===== src/rtl/pipeline_pkg.sv =====
// ---------------------------------------------------------------------------
// pipeline_pkg
// Shared definitions for the IF/ID pipeline register slice:
//   - NOP            : encoding loaded into the instruction register for bubbles
//   - ST_*           : IF/ID controller state encoding
//   - *_MSB / *_LSB  : bit positions of the MIPS-style instruction fields
// No ports (package only).
// ---------------------------------------------------------------------------
package pipeline_pkg;

    // A bubble is the all-zero word (sll $0,$0,0).
    localparam logic [31:0] NOP = 32'h0000_0000;

    // Controller states.
    localparam logic [1:0] ST_FILL   = 2'd0;
    localparam logic [1:0] ST_RUN    = 2'd1;
    localparam logic [1:0] ST_HOLD   = 2'd2;
    localparam logic [1:0] ST_SQUASH = 2'd3;

    // Instruction field positions.
    localparam int OPCODE_MSB = 31;
    localparam int OPCODE_LSB = 26;
    localparam int RS_MSB     = 25;
    localparam int RS_LSB     = 21;
    localparam int RT_MSB     = 20;
    localparam int RT_LSB     = 16;
    localparam int RD_MSB     = 15;
    localparam int RD_LSB     = 11;
    localparam int SHAMT_MSB  = 10;
    localparam int SHAMT_LSB  = 6;
    localparam int FUNCT_MSB  = 5;
    localparam int FUNCT_LSB  = 0;
    localparam int IMM_MSB    = 15;
    localparam int IMM_LSB    = 0;

endpackage


===== src/rtl/sat_counter.sv =====
// ---------------------------------------------------------------------------
// sat_counter
// Saturating up-counter used for the IF/ID debug event counters. Updates on
// the falling clock edge so it stays aligned with the pipeline register.
// Ports:
//   clk   : clock (falling-edge active)
//   reset : asynchronous active-high reset, clears the count
//   inc   : count this edge
//   count : current value, sticks at all-ones
// ---------------------------------------------------------------------------
module sat_counter #(
    parameter int width = 16
) (
    input  logic             clk,
    input  logic             reset,
    input  logic             inc,
    output logic [width-1:0] count
);

    // Increment on request, but never wrap: once all-ones is reached the
    // counter stays there until the next reset.
    always_ff @(negedge clk or posedge reset) begin
        if (reset) begin
            count <= '0;
        end else if (inc && (count != '1)) begin
            count <= count + width'(1);
        end
    end

endmodule


===== src/rtl/ifid_stage.sv =====
// ---------------------------------------------------------------------------
// ifid_stage
// IF/ID pipeline register with a small controller (FILL/RUN/HOLD/SQUASH),
// combinational field decode of the held instruction and two saturating
// debug counters (stall events, flush events).
// Ports:
//   clk             : clock, all state updates on the falling edge
//   reset           : asynchronous active-high reset
//   PC_sumado       : PC+1 from fetch
//   Instruction     : word from the instruction ROM
//   IFID_write      : 1 = capture, 0 = hold (stall)
//   flush           : discard the instruction being captured
//   PC_sumado_out   : registered PC+1
//   Instruction_out : registered instruction (NOP when not valid)
//   valid_out       : registered instruction is real
//   opcode..funct   : decoded fields of Instruction_out
//   imm_ext         : sign-extended Instruction_out[15:0]
//   stall_count     : saturating count of stall edges
//   flush_count     : saturating count of flush edges
// ---------------------------------------------------------------------------
module ifid_stage
    import pipeline_pkg::*;
#(
    parameter int width_B = 32,
    parameter int cnt_B   = 16
) (
    input  logic               clk,
    input  logic               reset,
    input  logic [width_B-1:0] PC_sumado,
    input  logic [width_B-1:0] Instruction,
    input  logic               IFID_write,
    input  logic               flush,
    output logic [width_B-1:0] PC_sumado_out,
    output logic [width_B-1:0] Instruction_out,
    output logic               valid_out,
    output logic [5:0]         opcode,
    output logic [4:0]         rs,
    output logic [4:0]         rt,
    output logic [4:0]         rd,
    output logic [4:0]         shamt,
    output logic [5:0]         funct,
    output logic [width_B-1:0] imm_ext,
    output logic [cnt_B-1:0]   stall_count,
    output logic [cnt_B-1:0]   flush_count
);

    logic [1:0]         r_state;
    logic [width_B-1:0] r_pc;
    logic [width_B-1:0] r_instr;
    logic               r_valid;
    logic               w_stall_inc;
    logic               w_flush_inc;

    // The first edge after reset is the ROM priming cycle: the ROM output is
    // not yet meaningful, so a bubble is loaded along with the current PC+1
    // and both stall and flush requests are ignored. After that, flush wins
    // over stall, a stall freezes everything, and otherwise the fetched word
    // is captured as a real instruction.
    always_ff @(negedge clk or posedge reset) begin
        if (reset) begin
            r_state <= ST_FILL;
            r_pc    <= '0;
            r_instr <= width_B'(NOP);
            r_valid <= 1'b0;
        end else if (r_state == ST_FILL) begin
            r_pc    <= PC_sumado;
            r_instr <= width_B'(NOP);
            r_valid <= 1'b0;
            r_state <= ST_RUN;
        end else if (flush) begin
            r_instr <= width_B'(NOP);
            r_valid <= 1'b0;
            r_state <= ST_SQUASH;
        end else if (!IFID_write) begin
            r_state <= ST_HOLD;
        end else begin
            r_pc    <= PC_sumado;
            r_instr <= Instruction;
            r_valid <= 1'b1;
            r_state <= ST_RUN;
        end
    end

    // Event qualifiers mirror the priority above so each counter bumps on the
    // very edge that performs the matching register action.
    always_comb begin
        w_stall_inc = (r_state != ST_FILL) && !flush && !IFID_write;
        w_flush_inc = (r_state != ST_FILL) && flush;
    end

    sat_counter #(.width(cnt_B)) u_stall_cnt (
        .clk   (clk),
        .reset (reset),
        .inc   (w_stall_inc),
        .count (stall_count)
    );

    sat_counter #(.width(cnt_B)) u_flush_cnt (
        .clk   (clk),
        .reset (reset),
        .inc   (w_flush_inc),
        .count (flush_count)
    );

    // Field decode works directly off the register so decode sees the
    // fields with no extra latency.
    always_comb begin
        PC_sumado_out   = r_pc;
        Instruction_out = r_instr;
        valid_out       = r_valid;
        opcode          = r_instr[OPCODE_MSB:OPCODE_LSB];
        rs              = r_instr[RS_MSB:RS_LSB];
        rt              = r_instr[RT_MSB:RT_LSB];
        rd              = r_instr[RD_MSB:RD_LSB];
        shamt           = r_instr[SHAMT_MSB:SHAMT_LSB];
        funct           = r_instr[FUNCT_MSB:FUNCT_LSB];
        imm_ext         = {{(width_B-16){r_instr[IMM_MSB]}}, r_instr[IMM_MSB:IMM_LSB]};
    end

endmodule


===== config.mk =====
export PLATFORM = sky130hd
export DESIGN_NAME = ifid_stage
export DESIGN_NICKNAME = d
export VERILOG_FILES = /design/src/rtl/pipeline_pkg.sv /design/src/rtl/sat_counter.sv /design/src/rtl/ifid_stage.sv
export SDC_FILE = /design/constraint.sdc
export NUM_CORES = 1
export LEC_CHECK = 0
export CORE_MARGIN = 2
export CORE_UTILIZATION = 43
export DETAILED_ROUTE_END_ITERATION = 7
export HOLD_SLACK_MARGIN = 0.05
export PLACE_DENSITY = 0.86
export SLEW_MARGIN = 10
export SYNTH_ARGS = -nofsm -noshare
export SYNTH_HDL_FRONTEND = slang
export SYNTH_SLANG_ARGS = --single-unit

===== constraint.sdc =====
create_clock -name clk -period 6.5 [get_ports clk]
set_input_delay 1.3 -clock clk [delete_from_list [all_inputs] [get_ports clk]]
set_output_delay 1.3 -clock clk [all_outputs]
set_load 0.02 [all_outputs]

## Yosys cells after proc, flatten, opt, wreduce, memory -nomap -nowiden

Cells that the tools add are included.

| word-level totals | value |
|---|---|
| output and inout bits | 161 |
| register bits after elaboration | 99 |
| bits of input ports | 68 |

| operators by class | value |
|---|---|
| add/sub/neg operators | 2 |
| eq/ne operators | 3 |
| multiplexer cells | 12 |
| reduce and logical (&&, ||, !) cells | 12 |

Operators by type and width:

| kind | number |
|---|---|
| 32-bit two-way mux | 6 |
| 16-bit by 1-bit adder with 16-bit output, second input constant | 2 |
| 16-bit inequality test, second input constant | 2 |
| 2-bit two-way mux | 3 |
| 1-bit logical AND | 5 |
| 2-bit nonzero test | 2 |
| 1-bit two-way mux | 3 |
| 3-bit nonzero test | 1 |
| 1-bit zero test | 2 |
| 2-bit zero test | 1 |
| 2-bit by 1-bit inequality test with 1-bit output, second input constant | 1 |
| 2-bit AND reduction | 1 |

## Depth between registers and ports, before layout

Gate-level depths: netlist (run 1).

| logic depth | value |
|---|---|
| word-level depth | 4 |
| depth in mapped cells | 6 |
| mapped depth without buffers | 5 |

## Modules after synthesis

Synthesis (run 1) repeated with hierarchy kept, for this count alone.

| second synthesis, totals | value |
|---|---|
| cells, all modules | 389 |
| area total of the unflattened synthesis | 4697.0 sq um |

Modules (own cells, without submodules):

| module | times used | cells an instance | seq. area each (sq um) | area an instance (sq um) |
|---|---|---|---|---|
| ifid_stage | 1 | 247 | 1676.6 | 3085.5 |
| sat_counter | 2 | 71 | 400.4 | 805.8 |

==> results.json, run 1 <==
{
  "die_h_um": 106.0,
  "p_clk_frac": 0.214,
  "cap_violations": 0,
  "routed_wl_mm": 11.83,
  "startpoint": "Instruction_out[15]",
  "rows": 37,
  "final_util": 0.6527,
  "synth-edff-count": 0,
  "track_usage": 0.2113,
  "diodes": 0,
  "worstPathRequired_ns": 5.20,
  "synth_xor_area_frac": 0.04309,
  "netlist_area_um2": 4472,
  "clkLatencyLatePin_ns": 0.34,
  "synth-main-ff-cell": "dfrtn_1",
  "synth_mux_area_frac": 0.08646,
  "wl_per_cell_um": 17.60,
  "finalHoldViolations": 0,
  "cts_made_buffers": 9,
  "endpoint_kind": "output port",
  "fin_nets": 601,
  "synth_compound_area_frac": 0.09121,
  "min_path_type": "flop to flop",
  "grt_max_degree": 100,
  "synthArstFlopShare": 1.000,
  "dp_cells": 656,
  "fillCellCount": 773,
  "ant_nets": 0,
  "final.setup.tns_ns": 0,
  "critPathLaunchType": "flop",
  "antenna_found_initial": 0,
  "port_buffers": 228,
  "drc_errors": 0,
  "r2r-start": "u_stall_cnt.count[0]",
  "cts_sinks": 99,
  "cts_buffer_depth": 2,
  "finalClockSkew_ns": 0.004629,
  "die_w_um": 106.0,
  "synth_seq_cells": 99,
  "final_cells": 672,
  "p_switching_mw": 0.5716,
  "grt_pass1_wl_mm": 18.51,
  "ctsHoldBuffers": 0,
  "hold_start": "PC_sumado_out[24]",
  "dieArea_um2": 11230,
  "area.growth.synth_to_final_pct": 49.33,
  "post_cts_buffers": 0,
  "path_max_fanout": 20,
  "slew_headroom": 0.5889,
  "place.gp.congestion": 0.8363,
  "seqPwrFrac": 0.458,
  "power_mw": 1.744,
  "viasPerCell": 5.131,
  "synth_adder_area_share": 0.005596,
  "synthSimpleGateAreaFrac": 0.09457,
  "worstMarginPinSlew_ns": 0.6116,
  "syn_nets": 430,
  "drive_above_1_share": 0.1231,
  "seq_area_frac_synth": 0.5540,
  "initial_core_util": 0.4371,
  "hold_slack_ns": 0.4495,
  "root_buffer": "clkbuf_8",
  "cts_resized": 0,
  "core_um2": 10230,
  "cts.clk_slew.worst_paths_ns": 0.06,
  "setup_viol": 0,
  "cts_tree": "yes",
  "critPathMaxStageDelay_ns": 0.73,
  "status": "finished clean",
  "yosys_warnings": 0,
  "rsz0062_at_grt": "no",
  "finalMaxSlewViolations": 0,
  "ys_types": 38,
  "p_leak_nw": 2.818,
  "p_comb_frac": 0.328,
  "firstDrtPassIters": 4,
  "power_report.internal_total_mw": 1.172,
  "io_pins": 229,
  "avgSynthCellArea_um2": 12.42,
  "arrival_ns": 5.04,
  "path_cells": "clkdlybuf4s50_1",
  "syn_inst": 360,
  "peakVddDrop_mv": 0.1689,
  "dp_hpwl_mm": 8.802,
  "vias": 3448,
  "htreeDepth": 3,
  "grt_overflow_total": 0,
  "grt_pass1_vias": 3502,
  "swShare": 0.3278,
  "path_buf_inv": 1,
  "critical_path.slowest_cell": "clkdlybuf4s50_1",
  "drtIter0Drc": 204,
  "powerDensity_nw_per_um2": 261.1,
  "crit_family": "buffers and inverters",
  "synth_top_family_by_area": "buffers and inverters",
  "rrSetupSlack_ns": 4.28,
  "path_class": "flop to output port"
}
-- cells in the mapped netlist (2+ instances only) --
| library cell | count | area, µm² |
|---|---|---|
| buf_4 | 64 | 480.5 |
| mux2_2 | 33 | 371.6 |
| dfrtn_1 | 99 | 2477 |
| nor4b_1 | 6 | 52.55 |
| nor3b_1 | 2 | 15.01 |
| a21oi_1 | 9 | 45.04 |
| nand4_1 | 11 | 68.82 |
| nor4_1 | 4 | 25.02 |
| nor3_1 | 5 | 25.02 |
| and3_1 | 3 | 18.77 |
| clkbuf_1 | 8 | 30.03 |
| a31oi_1 | 5 | 31.28 |
| nand3_1 | 9 | 45.04 |
| buf_2 | 3 | 15.01 |
| xnor2_1 | 7 | 61.31 |
| inv_1 | 6 | 22.52 |
| and4_1 | 2 | 17.52 |
| a22o_1 | 32 | 280.3 |
| nand2_1 | 8 | 30.03 |
| xor2_1 | 15 | 131.4 |
| ha_1 | 2 | 25.02 |
| nor2_1 | 11 | 41.29 |
-- cell type report --
cell class              instances  area, µm²  share of cell area
flip-flops and latches         99       2477              0.3710
repair buffers                236       2367              0.3545
multi-input cells             179       1456              0.2181
well taps                     136      170.2             0.02548
clock buffers                  13      158.9             0.02380
inverters                       6      26.28            0.003935
clock inverters                 3      21.27            0.003185
-- logic make-up after synthesis --
group,after synthesis
simple gates,69
xor+xnor,22
buf+inv,82
flops,99
compound gates,52
fa+ha+maj,2
mux,34
-- routing by layer --
layer / vias to the layer above / wire [µm] / GRT usage
li1: 1565 / - / -
met1: 1682 / 4273 / 0.2332
met2: 181 / 6165 / 0.3751
met3: 20 / 1172 / 0.07725
met4: 0 / 217 / 0.07331
met5: - / 0 / 0
-- path summary, 6_finish.rpt --
kind                                         end  depth (start not counted)
setup reg to reg            u_stall_cnt.count[1]                          5
hold reg to reg                PC_sumado_out[24]                          1
max in group asynchronous     Instruction_out[9]                          3
min in group asynchronous  u_stall_cnt.count[13]                          3
setup / recovery                     imm_ext[27]                          1
hold / removal                 PC_sumado_out[24]                          1
-- power by group through the flow --
stage | Sequential (mW) | Clock (mW) | Combinational (mW)
floorplan | 0.896 | 0 | 0.202
global placement | 0.804 | 0 | 0.566
detailed placement | 0.811 | 0 | 0.577
CTS | 0.800 | 0.383 | 0.580
global route | 0.814 | 0.412 | 0.605
finish | 0.799 | 0.373 | 0.572
-- cells in the final DEF (no fill, tap or decap), types with 3 or more instances in the layout --
cell             synthesis  routed
nor3_1                   5       5
nor4b_1                  6       6
a31oi_1                  5       5
mux2_2                  33      33
clkdlybuf4s50_1          0     228
nor2_1                  11       9
dfrtn_1                 99      99
nand4_1                 11      11
a22o_1                  32      32
buf_4                   64       6
and3_1                   3       3
nand2_1                  8       8
clkbuf_8                 0      11
nor4_1                   4       4
a21oi_1                  9       8
nand3_1                  9       9
xor2_1                  15      15
xnor2_1                  7       7
inv_1                    6       5
-- state kept, by name, indices dropped and copies added, names as in the netlist --
| register | flops |
|---|---|
| u_stall_cnt.count | 16 |
| PC_sumado_out | 32 |
| u_flush_cnt.count | 16 |
| Instruction_out | 32 |
| r_state | 2 |
| valid_out | 1 |
-- stage by stage --
| stage | setup slack [ns] | cell area (µm²) |
|---|---|---|
| after floorplan | 0.5419 | 4476 |
| after global placement | 0.03483 | 6497 |
| after detailed placement | 0.03727 | 6497 |
| after CTS | 0.1137 | 6678 |
| after global routing | 0.05565 | 6678 |
| final | 0.1628 | 6678 |
(Power assumes the default switching activity.)
==> inputs of run 2 (changes only) <==
--- a/config.mk
+++ b/config.mk
@@ -9,7 +9,7 @@
 export CORE_UTILIZATION = 43
 export DETAILED_ROUTE_END_ITERATION = 7
 export HOLD_SLACK_MARGIN = 0.05
-export PLACE_DENSITY = 0.86
+export PLACE_DENSITY = 0.9
 export SLEW_MARGIN = 10
 export SYNTH_ARGS = -nofsm -noshare
 export SYNTH_HDL_FRONTEND = slang
==> results.json, run 2 (synthesis gave the netlist of run 1 again) <==
{
  "p_clk_frac": 0.206,
  "rsz0062_at_grt": "no",
  "core_um2": 10230,
  "cts_made_buffers": 9,
  "cts_resized": 0,
  "hold_slack_ns": 0.4497,
  "place.gp.congestion": 0.8035,
  "grt_max_degree": 100,
  "finalMaxSlewViolations": 0,
  "multi_input_area_um2": 1456,
  "worstPathRequired_ns": 5.20,
  "critical_path.slowest_cell": "dfrtn_1",
  "grt_overflow_total": 0,
  "ant_nets": 0,
  "drive_above_1_share": 0.1215,
  "clkLatencyLatePin_ns": 0.34,
  "vias": 3417,
  "final.setup.tns_ns": 0,
  "drc_errors": 0,
  "swShare": 0.3288,
  "dp_hpwl_mm": 8.532,
  "met2_usage": 0.3461,
  "path_class": "flop to output port",
  "track_usage": 0.2005,
  "rows": 37,
  "cap_violations": 0,
  "power_report.internal_total_mw": 1.161,
  "p_comb_frac": 0.331,
  "use_met3": 0.06131,
  "min_path_type": "flop to flop",
  "critPathLaunchType": "flop",
  "root_buffer": "clkbuf_8",
  "path_max_fanout": 20,
  "path_cells": "clkdlybuf4s50_1",
  "grt_pass1_wl_mm": 17.68,
  "path_buf_inv": 1,
  "cts_buffer_depth": 2,
  "fillCellCount": 769,
  "slew_headroom": 0.5796,
  "viasPerCell": 5.092,
  "gr-max-usage-layer": "met2",
  "final_cell_mix": "clkdlybuf4s50_1, dfrtn_1, mux2_2",
  "finalHoldViolations": 0,
  "regArea_um2": 2477,
  "post_cts_buffers": 0,
  "grt_pass1_vias": 3455,
  "die_w_um": 106.0,
  "wl_per_cell_um": 17.06,
  "crit_family": "flip-flops",
  "port_buffers": 228,
  "arrival_ns": 5.07,
  "endpoint_kind": "output port",
  "firstDrtPassIters": 4,
  "use_met1": 0.2369,
  "seqPwrFrac": 0.463,
  "status": "finished clean",
  "cts_sinks": 99,
  "layout_commonest_cell": "clkdlybuf4s50_1",
  "powerDensity_nw_per_um2": 259.0,
  "io_pins": 229,
  "initial_core_util": 0.4371,
  "routed_wl_mm": 11.45,
  "drtIter0Drc": 133,
  "area.growth.synth_to_final_pct": 49.36,
  "peakVddDrop_mv": 0.1622,
  "cts.clk_slew.worst_paths_ns": 0.06,
  "critPathMaxStageDelay_ns": 0.77,
  "die_h_um": 106.0,
  "diodes": 0,
  "fin_nets": 601,
  "worstMarginPinSlew_ns": 0.6254,
  "ctsHoldBuffers": 0,
  "p_leak_nw": 2.810,
  "finalClockSkew_ns": 0.01050,
  "antenna_found_initial": 0,
  "dieArea_um2": 11230,
  "cts_tree": "yes",
  "setup_viol": 0,
  "p_switching_mw": 0.5688,
  "htreeDepth": 3
}
[run 2: routing by layer]
metal  up-vias  share of wire
met5         -              0
met4         0          0.016
met3        14          0.084
met2       170           0.51
met1      1675           0.39
li1       1558              -
[run 2: layout make-up]
class | instances | area share
multi-input combinational | 179 | 0.2181
tap | 136 | 0.02548
clock inverter | 3 | 0.003559
inverter | 6 | 0.003934
clock buffer | 12 | 0.02173
sequential | 99 | 0.3709
timing repair buffer | 236 | 0.3563
[run 2: path summary, 6_finish.rpt]
kind                                          to  depth (start not counted)                  from  slack, ns
max                                  imm_ext[19]                          1   Instruction_out[15]       0.13
min                             PC_sumado_out[3]                          1      PC_sumado_out[3]       0.45
max reg2reg                 u_stall_cnt.count[1]                          5  u_stall_cnt.count[0]       4.21
min reg2reg                     PC_sumado_out[3]                          1      PC_sumado_out[3]       0.45
max in group asynchronous    Instruction_out[10]                          3                 reset       1.44
min in group asynchronous  u_stall_cnt.count[11]                          3                 reset       4.58
[run 2: through the flow]
stage                     utilization  power, mW  std cells  setup WS (ns)  cell area [µm²]
after floorplan                     -      1.098        360         0.5419             4476
after detailed placement       0.6363      1.388        656        0.04266             6510
final                          0.6528      1.730        671         0.1266             6679
after CTS                      0.6528      1.748        671        0.07635             6679
after global placement         0.6363      1.369        656        0.04633             6510
after global routing           0.6528      1.813        671        0.04101             6679
[run 2: power by group through the flow]
stage,clock network (mW),registers (mW),logic (mW)
finish,0.356,0.801,0.572
global route,0.393,0.814,0.607
CTS,0.368,0.801,0.579
floorplan,0,0.896,0.202
detailed placement,0,0.810,0.578
global placement,0,0.805,0.564
